**config.mk**
```make
export PLATFORM = sky130hd
export DESIGN_NAME = fwd_hazard_unit_flat
export DESIGN_NICKNAME = d
export VERILOG_FILES = /design/src/rtl/hazard_pkg.sv /design/src/rtl/fwd_hazard_unit_if.sv /design/src/rtl/fwd_tag_pipe.sv /design/src/rtl/fwd_hazard_unit.sv /design/src/flat_wrapper.sv
export SDC_FILE = /design/constraint.sdc
export NUM_CORES = 1
export LEC_CHECK = 0
export CAP_MARGIN = 20
export CELL_PAD_IN_SITES_DETAIL_PLACEMENT = 0
export CELL_PAD_IN_SITES_GLOBAL_PLACEMENT = 1
export CORE_ASPECT_RATIO = 0.5
export CORE_MARGIN = 10
export CORE_UTILIZATION = 46
export DETAILED_ROUTE_END_ITERATION = 8
export DONT_BUFFER_PORTS = 1
export GPL_TIMING_DRIVEN = 1
export PLACE_DENSITY_LB_ADDON = 0.1
export SYNTH_ARGS = -nofsm -noshare
export SYNTH_HDL_FRONTEND = slang
export SYNTH_SLANG_ARGS = --single-unit
```
**constraint.sdc**
```tcl
create_clock -name clk -period 2.23 [get_ports clk]
set_input_delay 0 -clock clk [delete_from_list [all_inputs] [get_ports clk]]
set_output_delay 0 -clock clk [all_outputs]
set_load 0.05 [all_outputs]
```
**src/rtl/hazard_pkg.sv**
```systemverilog
// rtl/hazard_pkg.sv - shared types and helpers for the forwarding/hazard unit
package hazard_pkg;

    // Tags are stored at a fixed width; narrower register addresses are zero-extended.
    localparam int MAX_REG_AW = 8;

    // Select value meaning "read the register file".
    localparam int FWD_RF = 0;

    typedef struct packed {
        logic                  valid;
        logic [MAX_REG_AW-1:0] rd;
        logic                  load;
    } tag_entry_t;

    function automatic int sel_width(input int depth);
        return $clog2(depth + 1);
    endfunction

endpackage

```
**src/rtl/fwd_hazard_unit_if.sv**
```systemverilog
// rtl/fwd_hazard_unit_if.sv - issue-side bus of the forwarding/hazard unit
interface fwd_hazard_unit_if #(
    parameter int  REG_AW  = 5,
    parameter int  NUM_SRC = 2,
    parameter int  DEPTH   = 2,
    localparam int SELW    = hazard_pkg::sel_width(DEPTH)
);
    logic                      issue_valid;
    logic [REG_AW-1:0]         issue_rd;
    logic                      issue_regwrite;
    logic                      issue_is_load;
    logic [NUM_SRC*REG_AW-1:0] issue_rs;
    logic                      pipe_advance;
    logic                      flush;
    logic [NUM_SRC*SELW-1:0]   fwd_sel;
    logic                      stall;
    logic [15:0]               stall_count;

    modport master (
        output issue_valid, issue_rd, issue_regwrite, issue_is_load, issue_rs,
        output pipe_advance, flush,
        input  fwd_sel, stall, stall_count
    );

    modport slave (
        input  issue_valid, issue_rd, issue_regwrite, issue_is_load, issue_rs,
        input  pipe_advance, flush,
        output fwd_sel, stall, stall_count
    );
endinterface

```
**src/rtl/fwd_tag_pipe.sv**
```systemverilog
// rtl/fwd_tag_pipe.sv - shadow shift register of in-flight destination tags
module fwd_tag_pipe
    import hazard_pkg::*;
#(
    parameter int DEPTH = 2
) (
    input  logic                   clk,
    input  logic                   reset,
    input  logic                   advance,
    input  logic                   flush,
    input  tag_entry_t             in_entry,
    output tag_entry_t [DEPTH-1:0] stages
);

    // Index 0 is stage 1 (EX/MEM); a flush empties stage 1 before it moves on.
    always_ff @(posedge clk) begin
        if (reset) begin
            stages <= '0;
        end else if (advance) begin
            stages[0] <= flush ? '0 : in_entry;
            for (int k = 1; k < DEPTH; k++) begin
                stages[k] <= (k == 1 && flush) ? '0 : stages[k-1];
            end
        end else if (flush) begin
            stages[0] <= '0;
        end
    end

endmodule

```
**src/rtl/fwd_hazard_unit.sv**
```systemverilog
// rtl/fwd_hazard_unit.sv - per-source bypass selects, load-use stall and stall counter
module fwd_hazard_unit
    import hazard_pkg::*;
#(
    parameter int  REG_AW     = 5,
    parameter int  NUM_SRC    = 2,
    parameter int  DEPTH      = 2,
    parameter int  LOAD_READY = 2,
    localparam int SELW       = sel_width(DEPTH)
) (
    input logic               clk,
    input logic               reset,
    fwd_hazard_unit_if.slave  bus
);

    tag_entry_t [DEPTH-1:0]  stages;
    tag_entry_t              in_entry;
    logic                    accept;
    logic                    stall;
    logic [NUM_SRC-1:0]      hazard;
    logic [NUM_SRC*SELW-1:0] sel_all;
    logic [15:0]             stall_cnt;

    assign accept   = bus.issue_valid & bus.pipe_advance & ~stall & ~bus.flush;
    assign in_entry = '{valid: accept & bus.issue_regwrite & (bus.issue_rd != '0),
                        rd:    MAX_REG_AW'(bus.issue_rd),
                        load:  bus.issue_is_load};

    fwd_tag_pipe #(.DEPTH(DEPTH)) u_tags (
        .clk      (clk),
        .reset    (reset),
        .advance  (bus.pipe_advance),
        .flush    (bus.flush),
        .in_entry (in_entry),
        .stages   (stages)
    );

    for (genvar i = 0; i < NUM_SRC; i++) begin : g_src
        logic [MAX_REG_AW-1:0] rs;
        logic [SELW-1:0]       sel_match;
        logic                  hit;
        logic                  hit_load;

        assign rs = MAX_REG_AW'(bus.issue_rs[i*REG_AW +: REG_AW]);

        // Scan oldest to youngest so the youngest live match is the one left standing.
        always_comb begin
            sel_match = SELW'(FWD_RF);
            hit       = 1'b0;
            hit_load  = 1'b0;
            for (int k = DEPTH - 1; k >= 0; k--) begin
                if (stages[k].valid && (stages[k].rd == rs) && (rs != '0)) begin
                    sel_match = SELW'(k + 1);
                    hit       = 1'b1;
                    hit_load  = stages[k].load;
                end
            end
        end

        assign hazard[i] = hit & hit_load & (int'(sel_match) < LOAD_READY);
        assign sel_all[i*SELW +: SELW] = hazard[i] ? SELW'(FWD_RF) : sel_match;
    end

    assign stall           = |hazard;
    assign bus.stall       = stall;
    assign bus.fwd_sel     = sel_all;
    assign bus.stall_count = stall_cnt;

    // Count stalled edges, including frozen ones, and stick at the top.
    always_ff @(posedge clk) begin
        if (reset) begin
            stall_cnt <= '0;
        end else if (stall && (stall_cnt != 16'hFFFF)) begin
            stall_cnt <= stall_cnt + 16'd1;
        end
    end

endmodule

```
**src/flat_wrapper.sv**
```systemverilog
// flat-port wrapper written by rule: the top's interface ports become plain ports
module fwd_hazard_unit_flat import hazard_pkg::*;
#(
    parameter int  REG_AW     = 5,
    parameter int  NUM_SRC    = 2,
    parameter int  DEPTH      = 2,
    parameter int  LOAD_READY = 2,
    localparam int SELW       = sel_width(DEPTH)
)
  (clk, reset, bus_issue_valid, bus_issue_rd, bus_issue_regwrite, bus_issue_is_load, bus_issue_rs, bus_pipe_advance, bus_flush, bus_fwd_sel, bus_stall, bus_stall_count);
  fwd_hazard_unit_if #(.REG_AW(REG_AW), .NUM_SRC(NUM_SRC), .DEPTH(DEPTH)) bus_i ();
  input logic clk;
  input logic reset;
  input wire logic [$bits(bus_i.issue_valid)-1:0] bus_issue_valid;
  input wire logic [$bits(bus_i.issue_rd)-1:0] bus_issue_rd;
  input wire logic [$bits(bus_i.issue_regwrite)-1:0] bus_issue_regwrite;
  input wire logic [$bits(bus_i.issue_is_load)-1:0] bus_issue_is_load;
  input wire logic [$bits(bus_i.issue_rs)-1:0] bus_issue_rs;
  input wire logic [$bits(bus_i.pipe_advance)-1:0] bus_pipe_advance;
  input wire logic [$bits(bus_i.flush)-1:0] bus_flush;
  output wire logic [$bits(bus_i.fwd_sel)-1:0] bus_fwd_sel;
  output wire logic [$bits(bus_i.stall)-1:0] bus_stall;
  output wire logic [$bits(bus_i.stall_count)-1:0] bus_stall_count;
  assign bus_i.issue_valid = bus_issue_valid;
  assign bus_i.issue_rd = bus_issue_rd;
  assign bus_i.issue_regwrite = bus_issue_regwrite;
  assign bus_i.issue_is_load = bus_issue_is_load;
  assign bus_i.issue_rs = bus_issue_rs;
  assign bus_i.pipe_advance = bus_pipe_advance;
  assign bus_i.flush = bus_flush;
  assign bus_fwd_sel = bus_i.fwd_sel;
  assign bus_stall = bus_i.stall;
  assign bus_stall_count = bus_i.stall_count;
  fwd_hazard_unit #(.REG_AW(REG_AW), .NUM_SRC(NUM_SRC), .DEPTH(DEPTH), .LOAD_READY(LOAD_READY)) u_core (.clk(clk), .reset(reset), .bus(bus_i));
endmodule
```
==> qor.csv, run 1 <==
stage,metric,value,unit
timing,setup violators final,0,
global_route,GRT Total Usage,0.142,
finish,nets,265,
synth,share of the synthesized area in the top cell type,0.380,
finish,Area Growth Syn to Fin,28.5,%
timing,RSZ-0062 raised after global routing,false,
job,Max-Cap Viols,0,
global_route,number of global-route vias before repair,1554,
synth,Synth Warn #,0,
floorplan,Die H,64.8,um
setup_path,crit path cell chain,nor4b_4 -> nand4_1 -> nor4_4 -> o211ai_1 -> nor4_1 -> mux2_2,
setup_path,flop2flop setup slack,0.16,ns
power_and_ir_drop,Power per Cell Area,523,nW/um2
setup_path,critical path arrival,2.24,ns
floorplan,IO Count,43,
timing,Rel. slew slack,0.340,
timing,count of final hold-check violations,0,
setup_path,CP Max Fanout,4,
timing,Worst-Margin Slew,0.987,ns
status,status,"finished, final reports clean",
synth,Cells after Synth,203,
detailed_routing,ANT nets after route,0,
synth,count of state elements after synthesis,35,
place,final RePlAce weighted congestion,0.812,
cts,cell chosen for the clock root,clkbuf_8,
timing,"Min Clock Period, post-route",2.07,ns
synth,Yosys top cell by area,dfxtp_1,
floorplan,Initial Util,0.475,
setup_path,worst setup path start,u_core.u_tags.stages[6],
detailed_routing,Avg WL per Cell,16.5,um
detailed_routing,initial drt markers,45,
detailed_routing,Vias,1618,
global_route,GRT busiest layer,met2,
cts,H-Tree Depth,2,
setup_path,FF-to-FF Start,u_core.u_tags.stages[6],
worst_hold_path,worst hold start,reset,
cts,cts bufs inserted,5,
timing,FMAX,484,MHz
synth,Synth area leaders,"dfxtp_1 (38%), xnor2_1 (7.6%), a21oi_1 (5.7%)",
setup_path,"slowest stage cell, crit path",mux2_2,
cts,clk_lat worst skew,0.29,ns
synth,Avg Inst Size Synth,9.08,um2
setup_path,"slowest stage delay, CP",0.38,ns
place,IO buf count,0,
detailed_routing,via density per instance,5.45,
power_and_ir_drop,peak supply drop,0.329,mV
power_and_ir_drop,Pleak,0.821,nW
global_route,met1 usage,0.179,
floorplan,row count,16,
setup_path,Setup crit end kind,flop,
detailed_routing,DRC,0,
finish,footprint of the multi-input gates,1100,um2
floorplan,Die W,110,um
timing,Final Skew,0.00777,ns
setup_path,FF-to-FF End,u_core.bus.stall_count[11],
synth,register area share after synthesis,0.380,
timing,Setup TNS Final,0,ns
place,Detailed Place HPWL,3500,um
global_route,initial antenna violation count,0,
detailed_routing,final wirelength,4900,um
finish,register area,706,um2
timing,"Slew Viols, Final",0,
setup_path,Setup CP Type,reg2reg,
cts,CTS tree,done,
synth,Synth cell types,39,
finish,fillers,348,
finish,"commonest non-fill, non-tap cells in the layout","dfxtp_1 (31), buf_4 (27), a21oi_1 (20)",
finish,"most common cell after layout, fill and taps aside",dfxtp_1,
synth,Synth Net Count,226,
global_route,total gr overflow,0,
setup_path,r2r worst-path depth,6,
setup_path,Worst Setup EP,u_core.bus.stall_count[11],
finish,post-layout util,0.610,
setup_path,"Req. time, crit path",2.40,ns
synth,Post-Syn Area,1840,um2
cts,CTS sink cnt,35,
floorplan,die area,7090,um2
floorplan,area of the core,3880,um2
detailed_routing,DR pass1 iterations,4,
finish,Ant. Diodes,0,
worst_hold_path,Hold Crit Class,in2reg,
power_and_ir_drop,Final Power,0.00124,W
global_route,global-route wire length before repair,8050,um
timing,Final period util,0.927,
global_route,GR Util met2,0.217,
setup_path,Worst Setup Start Kind,flop,
finish,share of layout cells above drive strength 1,0.222,
cts,clock buffer depth,2,
global_route,largest net degree at the start of global routing,28,
cts,clk slew on worst S/H paths,0.08,ns
global_route,met3 Use GR,0.0641,
==> registers in the layout (all words and copies together) (netlist names) <==
name,cells
u_core.u_tags.stages,19
u_core.bus.stall_count,16
==> synthesized netlist by cell type <==
library cell and count:
mux2_1 1, nand2_1 6, or3b_2 1, ha_1 1, nand2b_1 9, nor4b_1 1
nand3_1 5, nor2_1 14, buf_1 1, buf_6 1, or3_1 5, o21a_1 1
or4_1 11, o211ai_1 1, mux2i_1 7, o211ai_2 1, xnor2_1 16, a21oi_1 21
and2_2 1, or2_1 1, nor4_1 4, buf_4 1, and2_1 2, nand4_2 1
or2_2 1, inv_1 4, nand4_1 6, dfxtp_1 35, nor2b_1 4, nor4b_4 1
mux2_2 1, o2111ai_1 1, xor2_1 5, clkbuf_1 7, o21ai_0 4, o31ai_1 9
nor4_4 2, nand3b_1 9, and3_1 1
==> cell families (layout without fill, tap and decap cells) <==
group,after synthesis,in the layout,share of synthesized area
fa+ha+maj,1,1,0.00679
mux,9,9,0.0502
xor+xnor,21,21,0.0998
simple gates,85,85,0.304
flops,35,35,0.380
buf+inv,14,54,0.0346
compound gates,38,38,0.124
==> worst min path at each step <==
| stage | slack [ns] | end | cells past startpoint |
|---|---|---|---|
| 6_report | 0.009 | u_core.u_tags.stages[2] | 2 |
| 5_1_grt | 0.03 | u_core.u_tags.stages[2] | 2 |
| 4_1_cts | 0.02 | u_core.u_tags.stages[4] | 2 |
| 3_5_place_dp | 0.07 | u_core.bus.stall_count[9] | 1 |
| 3_3_place_gp | 0.07 | u_core.bus.stall_count[9] | 1 |
| 2_1_floorplan | 0.15 | u_core.u_tags.stages[4] | 2 |
==> final cells by class <==
| cell class | count | area share |
|---|---|---|
| clock buffer | 8 | 0.0423 |
| multi-input combinational | 154 | 0.464 |
| sequential | 35 | 0.298 |
| timing repair buffer | 42 | 0.161 |
| tap | 54 | 0.0285 |
| inverter | 4 | 0.00634 |
==> worst max-delay path: cells and delay by family, from the launching register on <==
family / cells / cell delay [ns]
multiplexers: 1 / 0.38
AO/OA/AOI/OAI: 1 / 0.18
AND/OR/NAND/NOR: 4 / 1.05
flip-flops: 1 / 0.34
==> power breakdown <==
part           switching (W)  internal (W)  total (W)
logic              0.0000399     0.0000492  0.0000892
registers         0.00000668      0.000629   0.000636
clock network       0.000231      0.000282   0.000513
==> metal layers <==
| metal | vias up | wire, um |
|---|---|---|
| met2 | 39 | 2190 |
| met1 | 759 | 2210 |
| met5 | - | 0 |
| li1 | 816 | - |
| met4 | 0 | 26 |
| met3 | 4 | 465 |
==> metrics by stage <==
stage	hold slack (ns)	instances	setup WS (ns)	cell area [um2]
floorplan	0.147	203	0.0487	1860
detailed placement	0.0684	273	0.131	2070
finish	0.00898	297	0.162	2370
global route	0.0304	297	0.00474	2370
CTS	0.0170	293	0.0981	2290
global placement	0.0672	273	0.231	2070
==> what timing repair did <==
item / in CTS / in global routing
hold endpoints to repair: 35 / 0
buffers inserted: 0 / 3
resized for setup: 0 / 3
hold buffers: 12 / 0
endpoints found under the setup margin: 0 / 6
No activity file was read; power rests on OpenSTA's default activity.
==> run 2, diff against run 1 <==
==> constraint.sdc (replaced) <==
create_clock -name clk -period 2.23 [get_ports clk]
set_input_delay 0.1115 -clock clk [delete_from_list [all_inputs] [get_ports clk]]
set_output_delay 0.1115 -clock clk [all_outputs]
set_load 0.05 [all_outputs]
==> qor.csv, run 2 (same netlist as run 1, synthesis figures left out) <==
stage,metric,value,unit,change
status,status,"finished, final reports clean",,
setup_path,"slowest stage delay, CP",0.42,ns,+0.04 ns
cts,cell chosen for the clock root,clkbuf_8,,
floorplan,Initial Util,0.475,,unchanged
cts,H-Tree Depth,2,,unchanged
floorplan,Die W,110,um,unchanged
place,Detailed Place HPWL,3480,um,-0.60%
floorplan,IO Count,43,,unchanged
timing,count of final hold-check violations,0,,unchanged
timing,worst hold slack,0.00745,ns,-0.00153 ns
power_and_ir_drop,peak supply drop,0.269,mV,-18%
global_route,GRT Total Usage,0.138,,-0.00477
detailed_routing,DRC,0,,unchanged
timing,RSZ-0062 raised after global routing,true,,
floorplan,row count,16,,unchanged
setup_path,CP top delay family,simple AND/OR/NAND/NOR gates,,
power_and_ir_drop,Final Power,0.00117,W,-5.1%
place,final RePlAce weighted congestion,0.765,,-5.8%
finish,"commonest non-fill, non-tap cells in the layout","dfxtp_1 (29), buf_4 (25), xnor2_1 (16)",,
setup_path,Worst Setup Start Kind,flop,,
power_and_ir_drop,Power per Cell Area,490,nW/um2,-6.2%
place,IO buf count,0,,unchanged
finish,"most common cell after layout, fill and taps aside",dfxtp_1,,
setup_path,"slowest stage cell, crit path",or4_4,,
finish,Top reg by flops,u_core.u_tags.stages,,
cts,CTS tree,done,,
setup_path,critical path arrival,2.35,ns,+0.11 ns
timing,Worst-Margin Slew,1.08,ns,+0.0973 ns
cts,CTS sink cnt,35,,unchanged
finish,Ant. Diodes,0,,unchanged
setup_path,"Req. time, crit path",2.44,ns,+0.04 ns
setup_path,Stages on worst setup path,7,,+1
detailed_routing,Avg WL per Cell,17.1,um,+3.5%
timing,"Min Clock Period, post-route",2.14,ns,+0.0687 ns
detailed_routing,final wirelength,5090,um,+3.8%
setup_path,Setup crit end kind,flop,,
finish,Area Growth Syn to Fin,30.0,%,
floorplan,die area,7090,um2,unchanged
global_route,number of global-route vias before repair,1580,,+1.7%
cts,clk slew on worst S/H paths,0.08,ns,about the same
worst_hold_path,hold path depth,2,,unchanged
global_route,total gr overflow,0,,unchanged
timing,FMAX,468,MHz,-3.2%
cts,cts bufs inserted,5,,unchanged
setup_path,r2r worst-path depth,7,,+1
cts,clock buffer depth,2,,unchanged
detailed_routing,Vias,1620,,+0.12%
finish,share of layout cells above drive strength 1,0.279,,+0.0565
detailed_routing,via density per instance,5.44,,-0.21%
finish,max reg flops,19,,unchanged
global_route,largest net degree at the start of global routing,24,,-14%
job,Max-Cap Viols,0,,unchanged
timing,Rel. slew slack,0.275,,-0.0651
setup_path,CP Max Fanout,7,,+3
setup_path,Bufs and invs on worst path,1,,+1
timing,setup violators final,0,,unchanged
timing,"Slew Viols, Final",0,,unchanged
floorplan,Die H,64.8,um,unchanged
finish,fillers,366,,+5.2%
cts,clk_lat worst skew,0.29,ns,about the same
floorplan,area of the core,3880,um2,unchanged
finish,nets,266,,+0.38%
power_and_ir_drop,Pleak,0.812,nW,-1.1%
timing,Final Skew,0.00399,ns,-0.00378 ns
timing,Final period util,0.958,,+0.0308
detailed_routing,ANT nets after route,0,,unchanged
global_route,initial antenna violation count,0,,unchanged
setup_path,crit path cell chain,nor4b_4 -> nand4_1 -> nor4_4 -> o211ai_2 -> buf_6 -> or4_4 -> a21oi_2,,
setup_path,Setup CP Type,reg2reg,,
global_route,global-route wire length before repair,7910,um,-1.6%
detailed_routing,initial drt markers,43,,-4.4%
worst_hold_path,Hold Crit Class,in2reg,,
detailed_routing,DR pass1 iterations,4,,unchanged
finish,final instance area,2400,um2,+1.2%
place,Placed Area,2070,um2,unchanged
run 2: final timing paths:
check                            from                         to  slack (ns)
max           u_core.u_tags.stages[8]  u_core.bus.stall_count[8]        0.09
max reg2reg   u_core.u_tags.stages[8]  u_core.bus.stall_count[8]        0.09
min reg2reg  u_core.u_tags.stages[19]   u_core.u_tags.stages[19]        0.47
min                         bus_flush   u_core.u_tags.stages[11]       0.007
run 2: per-stage QoR:
| step | utilization | TNS (ns) | std cells | worst slack [ns] |
|---|---|---|---|---|
| floorplan | - | 0 | 203 | 0.0487 |
| global placement | 0.534 | 0 | 273 | 0.207 |
| detailed placement | 0.534 | 0 | 273 | 0.168 |
| CTS | 0.593 | 0 | 295 | 0.134 |
| global route | 0.617 | -0.261 | 298 | -0.0418 |
| finish | 0.617 | 0 | 298 | 0.0933 |
run 2: what timing repair did:
item,4_1_cts,5_1_grt
hold endpoints to repair,30,0
setup endpoints to repair,0,8
gates resized for setup,0,24
setup buffers,0,1
hold buffers,14,0
run 2: cell type report:
class / instances / area [um2] / share of cell area
well taps: 54 / 67.6 / 0.0282
clock buffers: 5 / 68.8 / 0.0287
flip-flops and latches: 35 / 711 / 0.297
repair buffers: 43 / 367 / 0.153
inverters: 4 / 15.0 / 0.00627
clock inverters: 3 / 20.0 / 0.00836
multi-input cells: 154 / 1150 / 0.479
run 2: worst reg2reg max path, cell delays in order (launching register included):
cell and delay [ns]:
dfxtp_4 0.35, nor4b_4 0.29, nand4_1 0.18, nor4_4 0.34, o211ai_2 0.17, buf_6 0.17, or4_4 0.42, a21oi_2 0.13
run 2: power by group:
group / internal [W] / leakage [nW] / switching [W]
logic: 0.0000452 / 0.486 / 0.0000366
clock network: 0.000217 / 0.0402 / 0.000241
registers: 0.000628 / 0.286 / 0.00000695
run 2: per-layer routing:
metal / vias up / track usage / part of all wire
met3: 3 / 0.0572 / 0.087
li1: 820 / - / -
met1: 758 / 0.182 / 0.47
met2: 39 / 0.208 / 0.44
met4: 0 / 0.0210 / 0.0039
met5: - / 0 / 0
